File: config.mk
export PLATFORM = sky130hd
export DESIGN_NAME = uart_lcr_ctrl
export DESIGN_NICKNAME = d
export VERILOG_FILES = /design/src/rtl/uart_lcr_ctrl.sv
export SDC_FILE = /design/constraint.sdc
export NUM_CORES = 1
export LEC_CHECK = 0
export BUFFER_PORTS_ARGS = -buffer_cell sky130_fd_sc_hd__buf_2
export CAP_MARGIN = 20
export CELL_PAD_IN_SITES_DETAIL_PLACEMENT = 1
export CELL_PAD_IN_SITES_GLOBAL_PLACEMENT = 2
export CORE_MARGIN = 1.5
export CORE_UTILIZATION = 35
export DETAILED_ROUTE_END_ITERATION = 10
export PLACE_DENSITY_LB_ADDON = 0.2
export REMOVE_ABC_BUFFERS = 1
export SLEW_MARGIN = 30
export SYNTH_ARGS = -nofsm -noshare
export SYNTH_HDL_FRONTEND = slang
export SYNTH_SLANG_ARGS = --single-unit
File: constraint.sdc
create_clock -name m_clk -period 2.1 [get_ports m_clk]
set_input_delay 0.315 -clock m_clk [delete_from_list [all_inputs] [get_ports m_clk]]
set_output_delay 0.315 -clock m_clk [all_outputs]
set_load 0.05 [all_outputs]
File: src/rtl/uart_lcr_ctrl.sv
// uart_lcr_ctrl: line-control and divisor-latch register block for the UART.
// Host writes land in shadow registers. They are copied to the active
// registers only while the serial line is idle, so a frame already in flight
// never sees a format change part-way through.
//
// Ports
//   m_clk, reset        clock (rising edge); async active-low reset
//   address, wr_en,     host write port; DLL/DLM are only visible while the
//   data_in             shadow DLAB bit is set
//   rd_data             combinational read-back of the addressed shadow reg
//   line_idle           TX and RX are both between frames
//   WLS..BC             active LCR fields
//   DLAB                shadow DLAB bit (acts immediately)
//   divisor             active baud divisor, forced to 1 when zero
//   frame_bits          active frame length: start + data + parity + stop
//   stop_half           active stop length is 1.5 bits
//   cfg_pending         shadow is waiting for an idle line to commit
//   cfg_update          one-cycle pulse when the active registers load
module uart_lcr_ctrl #(
  parameter int                ADDR_W    = 8,
  parameter logic [ADDR_W-1:0] LCR_ADDR  = 'h0C,
  parameter logic [ADDR_W-1:0] DLL_ADDR  = 'h00,
  parameter logic [ADDR_W-1:0] DLM_ADDR  = 'h04,
  parameter logic [7:0]        LCR_RESET = 8'h03,
  parameter logic [15:0]       DIV_RESET = 16'd1
) (
  input  logic              m_clk,
  input  logic              reset,
  input  logic [ADDR_W-1:0] address,
  input  logic              wr_en,
  input  logic [7:0]        data_in,
  output logic [7:0]        rd_data,
  input  logic              line_idle,
  output logic [1:0]        WLS,
  output logic              STB,
  output logic              PEN,
  output logic              EPS,
  output logic              SP,
  output logic              BC,
  output logic              DLAB,
  output logic [15:0]       divisor,
  output logic [3:0]        frame_bits,
  output logic              stop_half,
  output logic              cfg_pending,
  output logic              cfg_update
);

  typedef struct packed {
    logic       dlab;
    logic       bc;
    logic       sp;
    logic       eps;
    logic       pen;
    logic       stb;
    logic [1:0] wls;
  } lcr_t;

  typedef enum logic {S_IDLE, S_PEND} state_t;

  state_t      state, state_nx;
  lcr_t        sh_lcr, act_lcr;
  logic [15:0] sh_div, act_div;
  logic        hit_lcr, hit_dll, hit_dlm, wr_acc, commit;

  // DLAB comes from the shadow copy so a DLAB write retargets the very next
  // access, independent of the line state.
  assign hit_lcr = (address == LCR_ADDR);
  assign hit_dll = sh_lcr.dlab && (address == DLL_ADDR);
  assign hit_dlm = sh_lcr.dlab && (address == DLM_ADDR);
  assign wr_acc  = wr_en && (hit_lcr || hit_dll || hit_dlm);

  // Commit FSM. A write on an idle edge keeps us pending so the newest data
  // always commits as a whole on the next write-free idle edge.
  always_comb begin
    state_nx = state;
    commit   = 1'b0;
    case (state)
      S_IDLE: if (wr_acc) state_nx = S_PEND;
      S_PEND: if (line_idle && !wr_acc) begin
        state_nx = S_IDLE;
        commit   = 1'b1;
      end
      default: state_nx = S_IDLE;
    endcase
  end

  always_ff @(posedge m_clk or negedge reset) begin
    if (!reset) begin
      state      <= S_IDLE;
      cfg_update <= 1'b0;
    end else begin
      state      <= state_nx;
      cfg_update <= commit;
    end
  end

  always_ff @(posedge m_clk or negedge reset) begin
    if (!reset) begin
      sh_lcr <= LCR_RESET;
      sh_div <= DIV_RESET;
    end else if (wr_en) begin
      if (hit_lcr)      sh_lcr       <= data_in;
      else if (hit_dll) sh_div[7:0]  <= data_in;
      else if (hit_dlm) sh_div[15:8] <= data_in;
    end
  end

  always_ff @(posedge m_clk or negedge reset) begin
    if (!reset) begin
      act_lcr <= LCR_RESET;
      act_div <= DIV_RESET;
    end else if (commit) begin
      act_lcr <= sh_lcr;
      act_div <= sh_div;
    end
  end

  always_comb begin
    rd_data = 8'h00;
    if (hit_lcr)      rd_data = sh_lcr;
    else if (hit_dll) rd_data = sh_div[7:0];
    else if (hit_dlm) rd_data = sh_div[15:8];
  end

  assign WLS         = act_lcr.wls;
  assign STB         = act_lcr.stb;
  assign PEN         = act_lcr.pen;
  assign EPS         = act_lcr.eps;
  assign SP          = act_lcr.sp;
  assign BC          = act_lcr.bc;
  assign DLAB        = sh_lcr.dlab;
  assign cfg_pending = (state == S_PEND);

  // A zero divisor would stall the baud generator; substitute 1 on the
  // active side only, read-back still shows what the host wrote.
  assign divisor = (act_div == 16'd0) ? 16'd1 : act_div;

  // start(1) + data(5+WLS) + parity + stop; 1.5 stop bits count as 2 here.
  assign frame_bits = 4'd6 + {2'b00, act_lcr.wls} + {3'b000, act_lcr.pen}
                    + (act_lcr.stb ? 4'd2 : 4'd1);
  assign stop_half  = act_lcr.stb && (act_lcr.wls == 2'b00);

endmodule
==> results.txt <==
- Startpoint kind of the worst setup timing path: flip-flop
- First-pass GRT wire length: 9439 um
- Setup TNS Final: 0 ps
* Maximum fanout along the worst path: 2
- By count the netlist is led by sky130_fd_sc_hd__dfrtp_1 (43), sky130_fd_sc_hd__mux2_2 (29), sky130_fd_sc_hd__clkbuf_1 (19), sky130_fd_sc_hd__mux2_4 (19).
* Leakage Power: approximately 0.0016 uW
- For this run, the total global-route usage over all layers was measured as 17.18%.
* Placed Area: ~2800 sq um
- Number of detailed-routing iterations run before antenna repair: 4
* Largest net degree at the start of global routing: 21
- Counting flops with an async set or reset pin after synthesis yields a share of 100.0%.
* Detailed-route via count: between 1,500 and 2,000
* Type of the worst setup path: flip-flop to output pin
- The initial utilization of the core area, before any placement, comes to 35.94%.
* TritonCTS clock tree: yes
- During placement, the flow inserted port buffers numbering between 50 and 60.
- Average size of a mapped cell: 12.92 sq um
- CTS max path bufs: 2
- Library cell used as clock root buffer: sky130_fd_sc_hd__clkbuf_8
* Net count, final: 268
- TritonCTS created 5 clock buffers.
* Max Clock Skew: 4.571 ps
- At the later pin of the worst-skew pair, clock insertion delay measures about 300 ps.
- Iteration-0 DRC Markers: 64
* # Max-Cap Violations: 0
* WL final: 5832 um
- In this run the critical register-to-register path is launched from DLAB.
- Fraction of the yosys area taken by sequential cells: between 50% and 60%
- Setup slack on the worst reg-to-reg path comes out at 350 ps.
- The synthesized design spends more area on one cell type than any other, namely sky130_fd_sc_hd__dfrtp_1.
* Yosys reg bits: 49
- Cell count after placement: 314
- For this run, the number of Yosys warnings is 0.
- Setup slack closes at 26.63 ps.
* Vias in the first global route: 1,759
- In this run the tightest slew margin relative to its limit is 68.92%.
- In this run the most critical hold path is launched from line_idle.
- Layout overhead on the synthesized area: 24.57%
- The repair_antennas step left the layout with diodes totalling 0.
* Fraction of post-synthesis cell area in the top cell type by area: 44.31%
* Cell with the most instances after synthesis: sky130_fd_sc_hd__dfrtp_1
- Initial antenna violation count: 0
* Synthesized cell area: ~2400 sq um
- Setup repair after global routing could not meet its margin everywhere.
- Highest clock rate: 0.4823 GHz
- WP data required: 1780 ps
* Count of flip-flops with a built-in enable after synthesis: 0
* Share of the clock period used by the worst path after layout: 98.73%
* Finished Cell Area: 3025 sq um
- The cell count after synthesis came out at 188.
- Standard-cell rows: 30
* Power Density: 591.4 nW/um^2
* Chip width: about 86 um
- The count of cells in the finished layout, fillers not included, comes to roughly 330.
* Fraction of final layout cells with drive strength greater than 1: between 60% and 70%
- H-tree levels: 2
* Hold worst-path end: cfg_pending
- For the finished layout, the period the worst path requires is 2073 ps.
- Setup violations remaining at the end of the flow were counted as 0.
- The worst register-to-register path ends at act_div[3].
- STA classifies the critical path endpoint as an output pin.
- Worst min-delay path class: input pin to flip-flop
* R2R depth: 4
* Clock-pin slew on the worst setup and hold paths: roughly 90 ps
- The run finished with clean final reports.
- Area inside the core boundary: 6756 sq um
- Maximum ir drop on the vdd rail: 289.4 uV
- For the worst setup path, the data arrival time is roughly 1800 ps.
- RD Place Congestion: 0.7144
- Number of distinct standard cells referenced by the synthesized netlist: 26
- The number of pins with negative max-slew slack in the final report is 0.
* Height of the die: 86.30 um
- Slew of the pin with the lowest slew margin: 466.1 ps
- After synthesis, the cell types taking the most area are sky130_fd_sc_hd__dfrtp_1 (44%), sky130_fd_sc_hd__mux2_2 (13%), sky130_fd_sc_hd__mux2_4 (12%).
- Overflow left after global routing: 0
* Most common flop cell mapped by yosys: sky130_fd_sc_hd__dfrtp_1
- After detailed routing, the average wire length per cell comes to 17.94 um.
- Final Hold Viols: 0
* Number of cells on the worst hold path: 2
* Number of sinks handled by clock tree synthesis: a little under 50
* Detailed-route DRC error count: 0
- Final antenna-violating net count: 0
- Number of top-level pins: 59
- After legalization and detailed placement, the total HPWL measured 4125 um.
* Vias per cell: about 5.1
- Die area: between 7000 and 8000 sq um
- Timing analysis after detailed placement gives a worst setup slack of 134.6 ps.
-- sequential cells by signal, summed over array words and instances (netlist names) --
signal,count
BC,1
DLAB,1
EPS,1
PEN,1
SP,1
STB,1
WLS,2
act_div,16
cfg_pending,1
cfg_update,1
sh_div,16
sh_lcr,7
-- worst max path at each step --
stage               start             to  slack (ps)
2_1_floorplan  address[5]     rd_data[7]        -430
3_3_place_gp       WLS[1]  frame_bits[2]         160
3_5_place_dp       WLS[1]  frame_bits[2]         130
4_1_cts            WLS[1]  frame_bits[2]           6
5_1_grt            WLS[1]  frame_bits[2]         -40
6_report           WLS[1]  frame_bits[2]          30
-- cell type report --
class                   instances  area [sq um]
well taps                      80         100.1
fillers                       751          3731
clock buffers                   7         86.33
clock inverters                 1         30.03
inverters                       8         32.53
repair buffers                 71         427.9
multi-input cells             109          1114
flip-flops and latches         49          1235
-- kinds of logic after synthesis --
group / count (synthesis) / synth area share, %
buffers and inverters: 30 / 5.255
flip-flops: 49 / 50.80
multiplexers: 48 / 25.19
AND/OR/NAND/NOR: 38 / 11.18
adder cells (fa/ha/maj): 4 / 2.370
AO/OA/AOI/OAI: 19 / 5.203
-- metal layers --
layer | global-route usage [%] | wire length, um
met5 | 0 | 0
met4 | 4.839 | 72
met2 | 28.99 | 2950
met3 | 3.524 | 212
met1 | 22.49 | 2596
-- power by group --
group	internal [uW]	total, uW	switching, uW
combinational	45.3	120	74.9
sequential	954	962	7.92
clock	389	707	318
-- placed cells by master (no fill, tap or decap), drive strengths merged --
master	instances
bufinv	1
nor2	1
nor4	4
o21ai	9
a41o	1
fa	1
nand4	4
nor3b	2
a21oi	7
buf	70
dfrtp	43
a41oi	1
and3b	8
dfstp	6
ha	3
inv	8
o31a	1
nor3	2
mux2	48
nand2	9
and2	8
clkbuf	7
dlygate4sd3	1
-- through the flow --
| stage | hold WS, ps | total power [uW] | util [%] |
|---|---|---|---|
| 3_3_place_gp | 289.2 | 1095 | 41.76 |
| 4_1_cts | 193.5 | 1823 | 44.54 |
| 5_1_grt | 202.4 | 1865 | 44.78 |
| 6_report | 201.2 | 1789 | 44.78 |
| 2_1_floorplan | 19.41 | 1021 | - |
| 3_5_place_dp | 292.2 | 1097 | 41.76 |
-- worst max-delay path, cell delays in order (launching register included) --
cell	delay, ps
sky130_fd_sc_hd__dfstp_2	550
sky130_fd_sc_hd__inv_2	40
sky130_fd_sc_hd__ha_4	250
sky130_fd_sc_hd__inv_2	40
sky130_fd_sc_hd__ha_4	150
sky130_fd_sc_hd__inv_4	50
sky130_fd_sc_hd__ha_4	190
sky130_fd_sc_hd__inv_2	50
sky130_fd_sc_hd__buf_8	130
-- repair_timing --
item	CTS	global route
setup buffers	2	0
endpoints found under the setup margin	2	10
hold endpoints to repair	14	0
resized for setup	12	6
pin swaps	3	0
hold buffers	1	0
(Power assumes the default switching activity.)
